[config.mk]
export PLATFORM = sky130hd
export DESIGN_NAME = ctrl_pipe_flat
export DESIGN_NICKNAME = d
export VERILOG_FILES = /design/src/rtl/ctrl_pipe_if.sv /design/src/rtl/ctrl_pipe.sv /design/src/flat_wrapper.sv
export SDC_FILE = /design/constraint.sdc
export NUM_CORES = 1
export LEC_CHECK = 0
export ABC_AREA = 1
export CORE_ASPECT_RATIO = 1.25
export CORE_MARGIN = 10
export CORE_UTILIZATION = 42
export CTS_CLUSTER_SIZE = 20
export DETAILED_ROUTE_END_ITERATION = 8
export PLACE_DENSITY = 0.72
export SETUP_SLACK_MARGIN = 0.05
export SYNTH_ARGS = -nofsm -noshare
export SYNTH_HDL_FRONTEND = slang
export SYNTH_SLANG_ARGS = --single-unit
[constraint.sdc]
create_clock -name clk -period 3.7 [get_ports clk]
set_input_delay 0.74 -clock clk [delete_from_list [all_inputs] [get_ports clk]]
set_output_delay 0.74 -clock clk [all_outputs]
set_load 0.01 [all_outputs]
[src/rtl/ctrl_pipe_if.sv]
// ctrl_pipe_if: decode-side control bundles and register fields in, and
// stage strobes plus hazard/forwarding controls out, for the 5-stage MIPS
// control pipeline. The master side is the datapath and the slave side is
// ctrl_pipe.
interface ctrl_pipe_if #(
  parameter int REG_W = 5
);
  // Produced by the decode stage and the datapath
  logic [3:0]       id_ex;       // {RegDst, ALUOp1, ALUOp0, ALUSrc}
  logic [2:0]       id_m;        // {Branch, MemRead, MemWrite}
  logic [1:0]       id_wb;       // {RegWrite, MemtoReg}
  logic [REG_W-1:0] id_rs;
  logic [REG_W-1:0] id_rt;
  logic [REG_W-1:0] id_rd;
  logic             mem_zero;    // ALU zero flag already held in EX/MEM

  // Produced by ctrl_pipe
  logic             ex_regdst;
  logic             ex_alusrc;
  logic [1:0]       ex_aluop;
  logic             mem_branch;
  logic             mem_memread;
  logic             mem_memwrite;
  logic             wb_regwrite;
  logic             wb_memtoreg;
  logic [REG_W-1:0] wb_dest;
  logic             pcsrc;
  logic             pc_write;
  logic             ifid_write;
  logic             ifid_flush;
  logic [1:0]       fwd_a;
  logic [1:0]       fwd_b;

  modport master (
    output id_ex, id_m, id_wb, id_rs, id_rt, id_rd, mem_zero,
    input  ex_regdst, ex_alusrc, ex_aluop,
           mem_branch, mem_memread, mem_memwrite,
           wb_regwrite, wb_memtoreg, wb_dest,
           pcsrc, pc_write, ifid_write, ifid_flush, fwd_a, fwd_b
  );

  modport slave (
    input  id_ex, id_m, id_wb, id_rs, id_rt, id_rd, mem_zero,
    output ex_regdst, ex_alusrc, ex_aluop,
           mem_branch, mem_memread, mem_memwrite,
           wb_regwrite, wb_memtoreg, wb_dest,
           pcsrc, pc_write, ifid_write, ifid_flush, fwd_a, fwd_b
  );
endinterface

[src/rtl/ctrl_pipe.sv]
// ctrl_pipe: carries the EX/M/WB control bundles through the ID/EX, EX/MEM
// and MEM/WB registers, decodes them into per-stage strobes, and handles the
// load-use stall and the branch flush (BEQ resolves in MEM).
//
// Build option: define CTRL_PIPE_FWD_EN to enable the forwarding unit. In
// that build only load-use hazards stall. Without it, fwd_a/fwd_b are tied
// to 00 and any RAW hazard against ID/EX or EX/MEM stalls until it clears.
module ctrl_pipe #(
  parameter int REG_W = 5
) (
  input  logic        clk,
  input  logic        rst,
  ctrl_pipe_if.slave  bus
);

  typedef struct packed {
    logic       regdst;
    logic [1:0] aluop;
    logic       alusrc;
  } ex_ctrl_t;

  typedef struct packed {
    logic branch;
    logic memread;
    logic memwrite;
  } m_ctrl_t;

  typedef struct packed {
    logic regwrite;
    logic memtoreg;
  } wb_ctrl_t;

  // ID/EX
  ex_ctrl_t         idex_ex;
  m_ctrl_t          idex_m;
  wb_ctrl_t         idex_wb;
  logic [REG_W-1:0] idex_rt;
  logic [REG_W-1:0] idex_rd;
`ifdef CTRL_PIPE_FWD_EN
  logic [REG_W-1:0] idex_rs;   // only the forwarding unit reads rs here
`endif

  // EX/MEM
  m_ctrl_t          exmem_m;
  wb_ctrl_t         exmem_wb;
  logic [REG_W-1:0] exmem_dest;

  // MEM/WB
  wb_ctrl_t         memwb_wb;
  logic [REG_W-1:0] memwb_dest;

  logic [REG_W-1:0] idex_dest;
  logic             take_branch;
  logic             hazard;
  logic             stall;

  // True when a nonzero destination is read by the instruction in ID.
  function automatic logic reads_dest(input logic [REG_W-1:0] dest,
                                      input logic [REG_W-1:0] rs,
                                      input logic [REG_W-1:0] rt);
    return (dest != '0) && ((dest == rs) || (dest == rt));
  endfunction

  assign idex_dest   = idex_ex.regdst ? idex_rd : idex_rt;
  assign take_branch = exmem_m.branch & bus.mem_zero;

`ifdef CTRL_PIPE_FWD_EN
  // Forwarding covers ALU results; only a load feeding the next instruction stalls.
  assign hazard = idex_m.memread && reads_dest(idex_rt, bus.id_rs, bus.id_rt);
`else
  // No forwarding: any pending write in ID/EX or EX/MEM to a source register stalls.
  assign hazard = (idex_wb.regwrite  && reads_dest(idex_dest,  bus.id_rs, bus.id_rt)) ||
                  (exmem_wb.regwrite && reads_dest(exmem_dest, bus.id_rs, bus.id_rt));
`endif

  // A taken branch flushes the stalled instruction anyway, so it overrides the stall.
  assign stall = hazard & ~take_branch;

  // Advance the three stage registers, inserting bubbles on stall and flush.
  // NOTE: non-blocking assignments make every register sample the
  // pre-edge value of the stage before it, which is what a pipeline is.
  always_ff @(posedge clk) begin
    if (rst) begin
      idex_ex    <= '0;
      idex_m     <= '0;
      idex_wb    <= '0;
      idex_rt    <= '0;
      idex_rd    <= '0;
`ifdef CTRL_PIPE_FWD_EN
      idex_rs    <= '0;
`endif
      exmem_m    <= '0;
      exmem_wb   <= '0;
      exmem_dest <= '0;
      memwb_wb   <= '0;
      memwb_dest <= '0;
    end else begin
      idex_rt <= bus.id_rt;
      idex_rd <= bus.id_rd;
`ifdef CTRL_PIPE_FWD_EN
      idex_rs <= bus.id_rs;
`endif
      if (take_branch || stall) begin
        idex_ex <= '0;
        idex_m  <= '0;
        idex_wb <= '0;
      end else begin
        idex_ex <= ex_ctrl_t'(bus.id_ex);
        idex_m  <= m_ctrl_t'(bus.id_m);
        idex_wb <= wb_ctrl_t'(bus.id_wb);
      end

      exmem_dest <= idex_dest;
      if (take_branch) begin
        exmem_m  <= '0;
        exmem_wb <= '0;
      end else begin
        exmem_m  <= idex_m;
        exmem_wb <= idex_wb;
      end

      // The branch itself still retires; its WB bundle is 00.
      memwb_wb   <= exmem_wb;
      memwb_dest <= exmem_dest;
    end
  end

  // Decode stage registers into strobes; everything is forced idle while in reset.
  // NOTE: every output gets a default first so no path leaves it unassigned
  // (which would infer a latch).
  always_comb begin
    bus.ex_regdst    = 1'b0;
    bus.ex_aluop     = 2'b00;
    bus.ex_alusrc    = 1'b0;
    bus.mem_branch   = 1'b0;
    bus.mem_memread  = 1'b0;
    bus.mem_memwrite = 1'b0;
    bus.wb_regwrite  = 1'b0;
    bus.wb_memtoreg  = 1'b0;
    bus.wb_dest      = '0;
    bus.pcsrc        = 1'b0;
    bus.ifid_flush   = 1'b0;
    bus.pc_write     = 1'b1;
    bus.ifid_write   = 1'b1;
    if (!rst) begin
      bus.ex_regdst    = idex_ex.regdst;
      bus.ex_aluop     = idex_ex.aluop;
      bus.ex_alusrc    = idex_ex.alusrc;
      bus.mem_branch   = exmem_m.branch;
      bus.mem_memread  = exmem_m.memread;
      bus.mem_memwrite = exmem_m.memwrite;
      bus.wb_regwrite  = memwb_wb.regwrite;
      bus.wb_memtoreg  = memwb_wb.memtoreg;
      bus.wb_dest      = memwb_dest;
      bus.pcsrc        = take_branch;
      bus.ifid_flush   = take_branch;
      bus.pc_write     = ~stall;
      bus.ifid_write   = ~stall;
    end
  end

  // ALU operand selects: EX/MEM result is newer than MEM/WB, so it wins.
  always_comb begin
    bus.fwd_a = 2'b00;
    bus.fwd_b = 2'b00;
`ifdef CTRL_PIPE_FWD_EN
    if (!rst) begin
      if (exmem_wb.regwrite && exmem_dest != '0 && exmem_dest == idex_rs)
        bus.fwd_a = 2'b10;
      else if (memwb_wb.regwrite && memwb_dest != '0 && memwb_dest == idex_rs)
        bus.fwd_a = 2'b01;
      if (exmem_wb.regwrite && exmem_dest != '0 && exmem_dest == idex_rt)
        bus.fwd_b = 2'b10;
      else if (memwb_wb.regwrite && memwb_dest != '0 && memwb_dest == idex_rt)
        bus.fwd_b = 2'b01;
    end
`endif
  end

endmodule

[src/flat_wrapper.sv]
// flat-port wrapper written by rule: the top's interface ports become plain ports
module ctrl_pipe_flat 
#(
  parameter int REG_W = 5
)
  (clk, rst, bus_id_ex, bus_id_m, bus_id_wb, bus_id_rs, bus_id_rt, bus_id_rd, bus_mem_zero, bus_ex_regdst, bus_ex_alusrc, bus_ex_aluop, bus_mem_branch, bus_mem_memread, bus_mem_memwrite, bus_wb_regwrite, bus_wb_memtoreg, bus_wb_dest, bus_pcsrc, bus_pc_write, bus_ifid_write, bus_ifid_flush, bus_fwd_a, bus_fwd_b);
  ctrl_pipe_if #(.REG_W(REG_W)) bus_i ();
  input  logic clk;
  input  logic rst;
  input wire logic [$bits(bus_i.id_ex)-1:0] bus_id_ex;
  input wire logic [$bits(bus_i.id_m)-1:0] bus_id_m;
  input wire logic [$bits(bus_i.id_wb)-1:0] bus_id_wb;
  input wire logic [$bits(bus_i.id_rs)-1:0] bus_id_rs;
  input wire logic [$bits(bus_i.id_rt)-1:0] bus_id_rt;
  input wire logic [$bits(bus_i.id_rd)-1:0] bus_id_rd;
  input wire logic [$bits(bus_i.mem_zero)-1:0] bus_mem_zero;
  output wire logic [$bits(bus_i.ex_regdst)-1:0] bus_ex_regdst;
  output wire logic [$bits(bus_i.ex_alusrc)-1:0] bus_ex_alusrc;
  output wire logic [$bits(bus_i.ex_aluop)-1:0] bus_ex_aluop;
  output wire logic [$bits(bus_i.mem_branch)-1:0] bus_mem_branch;
  output wire logic [$bits(bus_i.mem_memread)-1:0] bus_mem_memread;
  output wire logic [$bits(bus_i.mem_memwrite)-1:0] bus_mem_memwrite;
  output wire logic [$bits(bus_i.wb_regwrite)-1:0] bus_wb_regwrite;
  output wire logic [$bits(bus_i.wb_memtoreg)-1:0] bus_wb_memtoreg;
  output wire logic [$bits(bus_i.wb_dest)-1:0] bus_wb_dest;
  output wire logic [$bits(bus_i.pcsrc)-1:0] bus_pcsrc;
  output wire logic [$bits(bus_i.pc_write)-1:0] bus_pc_write;
  output wire logic [$bits(bus_i.ifid_write)-1:0] bus_ifid_write;
  output wire logic [$bits(bus_i.ifid_flush)-1:0] bus_ifid_flush;
  output wire logic [$bits(bus_i.fwd_a)-1:0] bus_fwd_a;
  output wire logic [$bits(bus_i.fwd_b)-1:0] bus_fwd_b;
  assign bus_i.id_ex = bus_id_ex;
  assign bus_i.id_m = bus_id_m;
  assign bus_i.id_wb = bus_id_wb;
  assign bus_i.id_rs = bus_id_rs;
  assign bus_i.id_rt = bus_id_rt;
  assign bus_i.id_rd = bus_id_rd;
  assign bus_i.mem_zero = bus_mem_zero;
  assign bus_ex_regdst = bus_i.ex_regdst;
  assign bus_ex_alusrc = bus_i.ex_alusrc;
  assign bus_ex_aluop = bus_i.ex_aluop;
  assign bus_mem_branch = bus_i.mem_branch;
  assign bus_mem_memread = bus_i.mem_memread;
  assign bus_mem_memwrite = bus_i.mem_memwrite;
  assign bus_wb_regwrite = bus_i.wb_regwrite;
  assign bus_wb_memtoreg = bus_i.wb_memtoreg;
  assign bus_wb_dest = bus_i.wb_dest;
  assign bus_pcsrc = bus_i.pcsrc;
  assign bus_pc_write = bus_i.pc_write;
  assign bus_ifid_write = bus_i.ifid_write;
  assign bus_ifid_flush = bus_i.ifid_flush;
  assign bus_fwd_a = bus_i.fwd_a;
  assign bus_fwd_b = bus_i.fwd_b;
  ctrl_pipe #(.REG_W(REG_W)) u_core (.clk(clk), .rst(rst), .bus(bus_i));
endmodule
==> impl_results.rst <==
.. list-table::
   :header-rows: 1

   * - Metric
     - Value
   * - DRC violation count after routing
     - 0
   * - Area of the mapped netlist
     - 0.00167 mm²
   * - Wire per inst
     - 10.7 µm
   * - Number of sinks handled by clock tree synthesis
     - 36
   * - Worst-Skew Late Latency
     - between 0.2 and 0.3 ns
   * - Post-CTS sizing
     - 0
   * - Sum of overflow across all layers after global routing
     - 0
   * - Pin slew with the least headroom to its limit
     - between 0.5 and 0.6 ns
   * - Number of vias after detailed routing
     - 1488
   * - Portion of the post-synthesis area used by sequential elements
     - 0.433
   * - Routability congestion estimate
     - 0.849
   * - Clk network pwr share
     - 0.344
   * - Global-route wire length before repair
     - 6160 µm
   * - Hold-fix buffers at CTS
     - 0
   * - Sequential group share of total power
     - 0.498
   * - Overall die width
     - 76.3 µm
   * - Setup-failing EPs final
     - 0
   * - Proportion of synthesized area in mux cells
     - 0
   * - Critical setup path kind
     - primary input to primary output
   * - Number of nets in the final layout
     - 320
   * - Count of non-filler cells in the finished layout
     - about 350
   * - Fillcell total
     - 375
   * - Critical register-to-register path startpoint
     - u_core.idex_ex[3]
   * - Combined global-route utilization of all metal layers
     - 0.110
   * - Xor/xnor share of the synthesized area
     - 0.0368
   * - Max Fclk
     - ~310 MHz
   * - Area fraction in compound gates after synthesis
     - 0.0180
   * - Placed Cells
     - between 300 and 400
   * - Combinational family with the most area after synthesis
     - simple AND/OR/NAND/NOR gates
   * - FF+latch area
     - around 720 µm²
   * - Simple-gate area share of the yosys netlist
     - 0.328
   * - Leak Pwr
     - 1.08 nW
   * - Period utilization
     - 0.873
   * - First-pass iteration count of the detailed router
     - 4
   * - Required time reported for the critical path endpoint
     - 2.96 ns
   * - H-tree level count
     - 2
   * - TritonCTS buffer count
     - 5
   * - Overall power consumption
     - 0.843 mW
   * - Post-detailed-placement half-perimeter wirelength
     - 2880 µm
   * - Number of max-cap violations
     - 0
   * - Post-CTS setup buffers
     - 0
   * - Worst min-delay path category
     - flop to flop
   * - Run status
     - complete, no violations
   * - Area taken by multi-input logic gates
     - roughly 650 µm²
   * - Final count of hold timing violations
     - 0
   * - Max Clock Skew
     - between 0.007 and 0.008 ns
   * - Unrepaired setup endpoints after global routing
     - no
   * - Die footprint
     - roughly 0.007 mm²
   * - Effective utilization at floorplan
     - 0.436
   * - Power per standard cell area
     - roughly 380 mW/mm²
   * - IO buf count
     - 44
   * - CORE AREA
     - between 0.003 and 0.004 mm²
   * - Area share of the largest cell type after synthesis
     - 0.433
   * - Crit end category
     - primary output
   * - Syn Area/Cell
     - 6.69 µm²
   * - Pin count of the biggest net entering global routing
     - 33
   * - FF+latch count, synth
     - 36
   * - Logic pwr share
     - 0.159
   * - Root buffer selected by CTS
     - clkbuf_8
   * - Ratio of routed vias to standard cells
     - 4.28
   * - Worst setup SP type
     - primary input
   * - Clock transition time at the flip-flop clock pins of the worst setup and hold paths
     - 0.07 ns
   * - Largest area contributor in the netlist
     - dfxtp_1
   * - Antenna Violating Nets Remaining
     - 0
   * - Setup TNS
     - 0 ns
   * - Max-Slew Margin vs Limit
     - 0.649
   * - Start point of the critical path
     - bus_id_rs[1]
   * - Share of the core filled with cells in the final layout
     - 0.580
   * - Buffers from clock root to sink, at most
     - 2
   * - Worst-path fanout max
     - 3
   * - Net Sw Frac
     - 0.261
   * - Area added between synthesis and finish
     - 33.0%
   * - Power dissipated by switching net loads
     - 0.220 mW
   * - Total internal power
     - between 0.6 and 0.7 mW
   * - Data arrival at the endpoint of the critical path
     - 2.49 ns
   * - Number of instances in the synthesized netlist
     - about 250
   * - # IOs
     - 49
   * - Ys Warns
     - 0
   * - WL final
     - between 3000 and 4000 µm
   * - Top post-synthesis cells by area
     - dfxtp_1 (43%), inv_1 (13%), nor2_1 (13%)
   * - TritonCTS clock tree
     - yes
   * - Worst voltage drop across the vdd grid
     - 242 µV
   * - Number of distinct library cell variants in the gate-level netlist after synthesis
     - 22
   * - Vias in the first global route
     - 1423
   * - Post-Synth Adder-Cell Area
     - 0
   * - Final Critical Period
     - ~3.2 ns
   * - Antenna diodes
     - 0
   * - Row count
     - 25
   * - Final Max Slew Viols
     - 0
   * - DR iter-0 viols
     - just over 80
   * - Antenna violations before repair
     - 0
   * - Slack of the worst reg-to-reg path
     - 2.02 ns
   * - Termination of the worst setup path
     - bus_pc_write
   * - Worst reg2reg endpoint
     - u_core.idex_ex[1]
   * - Die height
     - between 90 and 100 µm
   * - Fraction of layout cells with a size suffix above 1
     - 0.0544
   * - Worst Reg-to-Reg Cells
     - 8
==> cell usage after synthesis <==
cell      instances
buf_6             1
buf_1             3
o21ai_0           1
a21oi_1           4
nand2_2           5
dfxtp_1          36
xnor2_1           2
nand2_4           1
conb_1            1
nor3_1            1
nor2_1           59
nand3b_1          1
o21ai_1           1
inv_8             1
buf_4             6
inv_1            59
nand3_1          17
clkbuf_1          1
nand2_1          41
nand4_1           2
nand3_4           1
xor2_1            5
==> cell usage in the layout (no fill, tap or decap) <==
cell             instances
nand2_1                 41
nand3_1                 17
clkbuf_8                 6
clkbuf_1                 1
inv_8                    1
nand3_4                  1
nand2_4                  1
nand3b_1                 1
conb_1                   4
nand2_2                  5
o21ai_1                  1
nor2_1                  59
nand4_1                  2
dfxtp_1                 36
xor2_1                   5
xnor2_1                  2
a21oi_1                  4
clkdlybuf4s50_1         44
nor3_1                   1
buf_4                    1
o21ai_0                  1
inv_1                   59
clkinvlp_4               1
==> critical path: stages <==
cell	delay, ns
clkdlybuf4s50_1	0.47
xor2_1	0.18
a21oi_1	0.16
nand3_1	0.10
nand2_1	0.08
nand2_1	0.09
nand2_1	0.08
nand2_1	0.07
clkdlybuf4s50_1	0.50
==> how the worst min path moves through the flow <==
stage | start | end | depth (start not counted) | slack [ns]
floorplan | u_core.exmem_wb[0] | u_core.memwb_wb[0] | 2 | 0.39
global placement | u_core.exmem_wb[0] | u_core.memwb_wb[0] | 2 | 0.39
detailed placement | u_core.idex_wb[0] | u_core.exmem_wb[0] | 2 | 0.40
CTS | u_core.idex_wb[0] | u_core.exmem_wb[0] | 2 | 0.41
global route | u_core.idex_m[0] | u_core.exmem_m[0] | 2 | 0.43
finish | u_core.idex_wb[0] | u_core.exmem_wb[0] | 2 | 0.41
==> layout make-up <==
type,count,area share
Clock inverter,1,0.00339
Inverter,60,0.105
Multi-Input combinational cell,145,0.294
Timing Repair Buffer,45,0.202
Clock buffer,7,0.0390
Sequential cell,36,0.325
Tap cell,54,0.0305
==> metrics by stage <==
step | area [µm²] | hold slack [ns] | worst slack, ns
floorplan | 1680 | 0.388 | 1.38
global route | 2210 | 0.430 | 0.358
finish | 2210 | 0.409 | 0.471
CTS | 2210 | 0.412 | 0.459
detailed placement | 2120 | 0.401 | 0.462
global placement | 2120 | 0.392 | 0.484
==> logic make-up after synthesis <==
kind of cell | count (synthesis)
AOI/OAI and AO/OA | 6
other | 1
buffers and inverters | 71
xor gates and xnor gates | 7
and+or+nand+nor | 128
DFF | 36
==> power groups by stage <==
| stage | sequential (mW) | clock [mW] | combinational, mW |
|---|---|---|---|
| detailed placement | 0.428 | 0 | 0.134 |
| finish | 0.420 | 0.290 | 0.134 |
| floorplan | 0.424 | 0 | 0.0842 |
| global placement | 0.428 | 0 | 0.132 |
| CTS | 0.420 | 0.297 | 0.135 |
| global route | 0.422 | 0.308 | 0.150 |
==> sequential cells by signal, indices dropped and copies added, names as in the netlist <==
signal / cells
u_core.idex_wb: 2
u_core.idex_m: 3
u_core.idex_ex: 4
u_core.memwb_dest: 5
u_core.exmem_dest: 5
u_core.idex_rt: 5
u_core.idex_rd: 5
u_core.memwb_wb: 2
u_core.exmem_m: 3
u_core.exmem_wb: 2
==> layer usage <==
| layer | global-route usage | vias to the layer above | wire length (µm) |
|---|---|---|---|
| li1 | - | 793 | - |
| met1 | 0.0970 | 652 | 1470 |
| met2 | 0.203 | 39 | 1860 |
| met3 | 0.0438 | 4 | 302 |
| met4 | 0.0683 | 0 | 85 |
| met5 | 0 | - | 0 |
No activity file was read; power rests on OpenSTA's default activity.
